<file path="src/rtl/serial_adder.sv">
// serial_adder: bit-serial WIDTH-bit adder built from two chained half_adder
// cells plus a carry register. One operand bit pair per cycle, LSB first,
// with a start/busy/done handshake.
// Optional feature macro: SERIAL_ADDER_OVERFLOW_EN adds a signed-overflow
// output captured on the final bit.

module half_adder (
  input  logic i_a,
  input  logic i_b,
  output logic o_s,
  output logic o_c
);
  assign o_s = i_a ^ i_b;
  assign o_c = i_a & i_b;
endmodule

module serial_adder #(
  parameter int unsigned WIDTH = 8
) (
  input  logic             clk,
  input  logic             rst,
  input  logic             start,
  input  logic [WIDTH-1:0] a,
  input  logic [WIDTH-1:0] b,
  input  logic             cin,
  output logic             busy,
  output logic             done,
  output logic [WIDTH-1:0] sum,
  output logic             carry_out
`ifdef SERIAL_ADDER_OVERFLOW_EN
  ,
  output logic             overflow
`endif
);

  localparam int unsigned IDXW = (WIDTH > 1) ? $clog2(WIDTH) : 1;

  typedef enum logic [1:0] {
    S_IDLE,
    S_ADD,
    S_DONE
  } state_t;

  state_t           r_state;
  state_t           w_next;

  logic [WIDTH-1:0] r_a;
  logic [WIDTH-1:0] r_b;
  logic [WIDTH-1:0] r_sum;
  logic [IDXW-1:0]  r_idx;
  logic             r_carry;
  logic             r_cout;
`ifdef SERIAL_ADDER_OVERFLOW_EN
  logic             r_ovf;
`endif

  logic             w_ai;
  logic             w_bi;
  logic             w_s1;
  logic             w_c1;
  logic             w_s;
  logic             w_c2;
  logic             w_cnext;
  logic             w_last;
  logic             w_accept;

  assign w_ai     = r_a[r_idx];
  assign w_bi     = r_b[r_idx];
  assign w_last   = (r_idx == IDXW'(WIDTH - 1));
  assign w_accept = (r_state == S_IDLE) && start;

  // Full adder from two half adders; either carry propagates
  half_adder u_ha0 (
    .i_a (w_ai),
    .i_b (w_bi),
    .o_s (w_s1),
    .o_c (w_c1)
  );

  half_adder u_ha1 (
    .i_a (w_s1),
    .i_b (r_carry),
    .o_s (w_s),
    .o_c (w_c2)
  );

  assign w_cnext = w_c1 | w_c2;

  // State register
  always_ff @(posedge clk) begin
    if (rst) r_state <= S_IDLE;
    else     r_state <= w_next;
  end

  // Next-state logic
  always_comb begin
    w_next = r_state;
    case (r_state)
      S_IDLE:  if (start)  w_next = S_ADD;
      S_ADD:   if (w_last) w_next = S_DONE;
      S_DONE:  w_next = S_IDLE;
      default: w_next = S_IDLE;
    endcase
  end

  // Handshake outputs decoded from state
  always_comb begin
    busy = (r_state != S_IDLE);
    done = (r_state == S_DONE);
  end

  // Operand shadows, bit index, carry and result accumulation
  always_ff @(posedge clk) begin
    if (rst) begin
      r_a     <= '0;
      r_b     <= '0;
      r_sum   <= '0;
      r_idx   <= '0;
      r_carry <= 1'b0;
      r_cout  <= 1'b0;
`ifdef SERIAL_ADDER_OVERFLOW_EN
      r_ovf   <= 1'b0;
`endif
    end else if (w_accept) begin
      r_a     <= a;
      r_b     <= b;
      r_sum   <= '0;
      r_idx   <= '0;
      r_carry <= cin;
      r_cout  <= 1'b0;
`ifdef SERIAL_ADDER_OVERFLOW_EN
      r_ovf   <= 1'b0;
`endif
    end else if (r_state == S_ADD) begin
      r_sum[r_idx] <= w_s;
      r_carry      <= w_cnext;
      // Index stops at WIDTH-1 rather than wrapping; reloaded on next start
      if (w_last) begin
        r_cout <= w_cnext;
`ifdef SERIAL_ADDER_OVERFLOW_EN
        r_ovf  <= r_carry ^ w_cnext;
`endif
      end else begin
        r_idx <= r_idx + IDXW'(1);
      end
    end
  end

  assign sum       = r_sum;
  assign carry_out = r_cout;
`ifdef SERIAL_ADDER_OVERFLOW_EN
  assign overflow  = r_ovf;
`endif

endmodule
</file>
<file path="config.mk">
export PLATFORM = sky130hd
export DESIGN_NAME = serial_adder
export DESIGN_NICKNAME = d
export VERILOG_FILES = /design/src/rtl/serial_adder.sv
export SDC_FILE = /design/constraint.sdc
export NUM_CORES = 1
export LEC_CHECK = 0
export ABC_CLOCK_PERIOD_IN_PS = 1900
export CAP_MARGIN = 20
export CORE_MARGIN = 2
export CORE_UTILIZATION = 45
export DETAILED_ROUTE_END_ITERATION = 8
export PLACE_DENSITY = 0.75
export SLEW_MARGIN = 20
export SYNTH_ARGS = -nofsm -noshare
export SYNTH_HDL_FRONTEND = slang
export SYNTH_SLANG_ARGS = --single-unit
</file>
<file path="constraint.sdc">
create_clock -name clk -period 1.9 [get_ports clk]
set_input_delay 0.38 -clock clk [delete_from_list [all_inputs] [get_ports clk]]
set_output_delay 0.38 -clock clk [all_outputs]
set_load 0.005 [all_outputs]
</file>
=== After elaboration in Yosys (flattened, before gate mapping) ===
Cells that the tools add are included.
W data, S select, Z words.

* $add $sub $neg: 1
* Multiply operators: 0
* Divide/modulo/power cells: 0
* Order comparisons: 2
* Equality and inequality tests: 5
* Shift-type cells: 0
* Multiplexer cells: 12
* Bitwise operators: 6
* Reductions and logical operators: 9

{| class="wikitable"
|+ Operators with widths
! cell !! number
|-
| $bwmux W8 || 1
|-
| $bmux W1 S3 || 2
|-
| $reduce_and A2 Y1 || 3
|-
| $mux W1 || 5
|-
| $lt A3 B4 Y1 const B || 1
|-
| $mux W2 || 2
|-
| $ne A2 B2 Y1 const B || 2
|-
| $pmux W2 S2 || 1
|-
| $reduce_bool A2 Y1 || 2
|-
| $add A3 B1 Y3 const B || 1
|-
| $demux W1 S3 || 1
|-
| $eq A3 B3 Y1 const B || 1
|-
| $ge A3 B1 Y1 const B || 1
|-
| $and A1 B1 Y1 || 2
|-
| $eq A2 B1 Y1 const B || 1
|-
| $eq A2 B2 Y1 const B || 1
|-
| $logic_and A1 B1 Y1 || 2
|-
| $logic_not A2 Y1 || 1
|-
| $reduce_or A2 Y1 || 1
|-
| $xor A1 B1 Y1 || 2
|-
| $not A1 Y1 || 1
|-
| $or A1 B1 Y1 || 1
|}

* Register bits after elaboration: 31
* Bits in latches: 0
* Memory bits (writable): 0
* ROM bits: 0
* Bits of input ports: 20
* Word-level logic and storage cells: 42
* Memories: 0

=== Longest topological paths before layout ===
* Depth after elaboration: 7
* Gate-level depth with buffers: 9
* Mapped depth without buffers: 6

=== Modules after synthesis ===
From an unflattened synthesis, not the netlist that was laid out.

* Cell total of the unflattened synthesis: 153
* Area, all modules: 1453.9 µm²

{| class="wikitable"
|+ Modules (own cells, without submodules)
! module !! times used !! cells each !! area an instance (µm²)
|-
| serial_adder || 1 || 151 || 1428.9
|-
| half_adder || 2 || 1 || 12.5
|}

=== Worst setup path before layout ===
Ideal clock, no wire load.

* Path type: register to register
* From: register r_idx[1]
* To: register r_sum[6] (netlist: sum[6])
* Library setup time: 0.070 ns
* Arrival time: 1.941 ns
* Required time: 1.830 ns
* Slack: -0.110 ns
* Stages on the path, launching flop included: 9
* Path buffers: 2
* Clock period less this slack: 2.010 ns
* Path through: dfxtp_1 -> buf_4 -> mux2i_1 -> o22ai_1 -> a221o_1 -> fa_1 -> clkbuf_1 -> nand4_1 -> a21oi_1

* Longest elaborated chain between the ends: 5
* Elaborated cells between the ends (all ways): 12

{| class="wikitable"
|+ RTL lines
! what !! RTL line !! RTL
|-
| from (decl) || 50 || <nowiki>logic [IDXW-1:0] r_idx;</nowiki>
|-
| from (signal assigned) || 144 || <nowiki>r_idx <= r_idx + IDXW'(1);</nowiki>
|-
| $bmux W1 S3, on equally long branches || 67, 68 ||
|-
| $mux W1, on equally long branches || 67, 68 ||
|-
| $xor A1 B1 Y1 (*) (2 in series) || 13 || <nowiki>assign o_s = i_a ^ i_b;</nowiki>
|-
| net u_ha1.o_s || 10 || <nowiki>output logic o_s,</nowiki>
|-
| $bwmux W8 (*) || 135 || <nowiki>r_sum[r_idx] <= w_s;</nowiki>
|-
| to (signal, indexed assignment) || 135 ||
|-
| to (decl) || 49 || <nowiki>logic [WIDTH-1:0] r_sum;</nowiki>
|}

The timed path passes the listed nets; every way through them passes the cells marked *. The select of a mux whose other input is x is not followed.
A chain may end at the register's enable or synchronous reset.

=== Worst setup path in the final report ===
Same ends and word-level chain as after synthesis.

==> results.tsv <==
stage	metric	value	unit
floorplanning	ios	31	
final_layout	area_growth	32.5	%
placed_design	placed_cells	248	
worst_setup_path	worstPathMaxFanout	8	
timing	timing.final.crit_period	1.96	ns
timing	tightest_slew	0.326	ns
timing	finalSetupTns	-0.335	ns
timing	hold_ws	0.456	ns
pwr	peakVddDrop	359	uV
floorplanning	core_area	3080	um2
final_layout	fin_nets	239	
run_status	status	finished with violations	
route	drc	0	
clocking	cts.sinks	31	
timing	setup_viol	8	
yosys	async_flop_share	0	%
yosys	syn-cell-area	1470	um2
clocking	cts_tree	yes	
min_path	hold_path_class	flop to flop	
final_layout	drive_above_1_share	16.6	%
route	routed_wl	3.16	mm
clocking	cts-buffers-inserted	5	
yosys	synth_cells	176	
final_layout	filler_cell_count	279	
pwr	power.leakage	0.722	nW
clocking	cts-root-buf	clkbuf_4	
placed_design	place.port_buffers	30	
pwr	p_per_area	640	nW/um2
yosys	synth_top_cell_area_share	42.1	%
yosys	synth_ff_type	dfxtp_1	
clocking	cts_hold_buf	0	
timing	fmaxAchievable	511	MHz
yosys	syn_nets	199	
grt	grt_pass1_vias	1263	
placed_design	post-place-ws	-0.353	ns
yosys	syn_area_per_cell	8.37	um2
clocking	clk_latency	0.33	ns
worst_setup_path	crit_required	2.18	ns
route	via_count	1351	
clocking	clk_pin_slew_worst_paths	0.10	ns
final_layout	final_area	1950	um2
timing	finalClockSkew	0.0140	ns
yosys	ys_types	37	
floorplanning	die_area	3750	um2
yosys	yosysMostFrequentCell	nand2_1	
grt	grt_start_max_net_pins	18	
placed_design	dp_hpwl	2.28	mm
final_layout	stdcell_count	261	
floorplanning	die_width	61.2	um
floorplanning	fp.dieH	61.2	um
grt	track_usage	19.7	%
timing	relSlewSlack	77.7	%
grt	grt-ovfl-total	0	
worst_setup_path	critPathCaptureType	flop	
yosys	synth_warnings	0	
placed_design	routabilityCongestion	0.862	
yosys	yosysTopAreaCell	dfxtp_1	
yosys	yosysSeqAreaShare	42.1	%
job	drv_cap	0	
route	dr.pass1.iters	4	
worst_setup_path	start_kind	flop	
grt	grt_pass1_wl	5.32	mm
timing	setup_slack	-0.0585	ns
placed_design	placed_cell_area	1830	um2
floorplanning	row_count	20	
route	postRouteAntennaNets	0	
timing	finalCritPeriodShare	103	%
yosys	ys_ff_latch	31	
yosys	synth_edf_count	0	
clocking	htreeDepth	2	
clocking	cts_buffer_depth	2	
route	via_per_inst	5.18	
timing	finalMaxSlewViolations	0	
worst_setup_path	criticalPathCategory	flop to flop	
yosys	synthTopCellsByCount	nand2_1, dfxtp_1, a21oi_1	
floorplanning	start_util	47.8	%
final_layout	antennaDiodeCount	0	
grt	grt_antenna_before_repair	0	
worst_setup_path	cp_data_arrival_time	2.24	ns
route	wire_per_inst	12.1	um
run_status	failed_checks	setup timing	
timing	rsz0062_at_grt	true	
yosys	synth.area.top_cells	dfxtp_1, nand2_1, a21oi_1	
route	drt_first_iter_violations	55	
timing	hold_violations	0	
## metal layers
| layer | vias to the layer above | part of all wire (%) | global-route usage (%) |
|---|---|---|---|
| met1 | 630 | 42 | 20.8 |
| met3 | 5 | 5.6 | 6.93 |
| li1 | 687 | - | - |
| met5 | - | 0 | 0 |
| met2 | 29 | 51 | 35.0 |
| met4 | 0 | 1.7 | 9.32 |
## what timing repair did
action,in CTS,in global routing
setup endpoints to repair,10,9
cloned,0,0
buffers inserted,4,1
gates resized for setup,10,2
endpoints found under the hold margin,0,0
pin swaps,2,2
## final cells by class
type                            count  area (um2)  share of cell area (%)
Inverter                            4        15.0                   0.770
Clock inverter                      1        5.00                   0.257
Clock buffer                        7        45.0                    2.31
Tap cell                           44        55.1                    2.82
Multi-Input combinational cell    127         769                    39.4
Sequential cell                    31         629                    32.3
Timing Repair Buffer               47         432                    22.1
## path summary, 6_finish.rpt
check | startpoint | end | slack (ns) | cells after the start
worst min register to register | r_a[1] | r_a[1] | 0.46 | 2
worst min-delay path | r_a[1] | r_a[1] | 0.46 | 2
worst max-delay path | r_idx[1] | sum[6] | -0.06 | 6
worst max register to register | r_idx[1] | sum[6] | -0.06 | 6
## critical path, stage by stage, from the launching register on
cell and delay (ns):
dfxtp_4 0.40, mux2i_1 0.19, o22ai_1 0.10, a221o_1 0.33
fa_2 0.63, nand4_1 0.12, a21oi_2 0.13
## cell families after synthesis
| group | after synthesis | share of synthesized area [%] |
|---|---|---|
| flip-flops | 31 | 42.1 |
| AND/OR/NAND/NOR | 72 | 25.2 |
| adder cells (fa/ha/maj) | 3 | 3.06 |
| buffers and inverters | 18 | 6.71 |
| multiplexers | 8 | 5.52 |
| AO/OA/AOI/OAI | 43 | 16.7 |
| XOR/XNOR | 1 | 0.595 |
## stage by stage
step           util (%)  power [W]
3_5_place_dp       59.6   0.000891
5_1_grt            63.4    0.00131
4_1_cts            62.9    0.00126
3_3_place_gp       59.6   0.000884
2_1_floorplan         -   0.000828
6_report           63.4    0.00125
## state kept, by name, summed over array words and instances, names as in the netlist
| register | flops |
|---|---|
| carry_out | 1 |
| r_a | 8 |
| r_b | 8 |
| r_carry | 1 |
| r_idx | 3 |
| r_state | 2 |
| sum | 8 |
## power by group
part	internal [W]	switching (W)	leakage [nW]
logic	0.000103	0.0000879	0.438
clock network	0.000144	0.000220	0.0293
registers	0.000674	0.0000188	0.255
total	0.000922	0.000327	0.722
## layout by cell type (no fill, tap or decap), types with 3 or more instances in the layout
cell type        instances
dfxtp_1                 28
clkdlybuf4s50_1         30
clkbuf_4                 5
inv_1                    4
a21oi_1                 24
nand3_1                  6
mux2i_1                  7
nor2b_1                  3
buf_4                   16
nand2_1                 37
o21ai_0                  8
nand3b_1                 3
nor2_1                   8
Note: power is estimated with default switching activity, not from simulation.
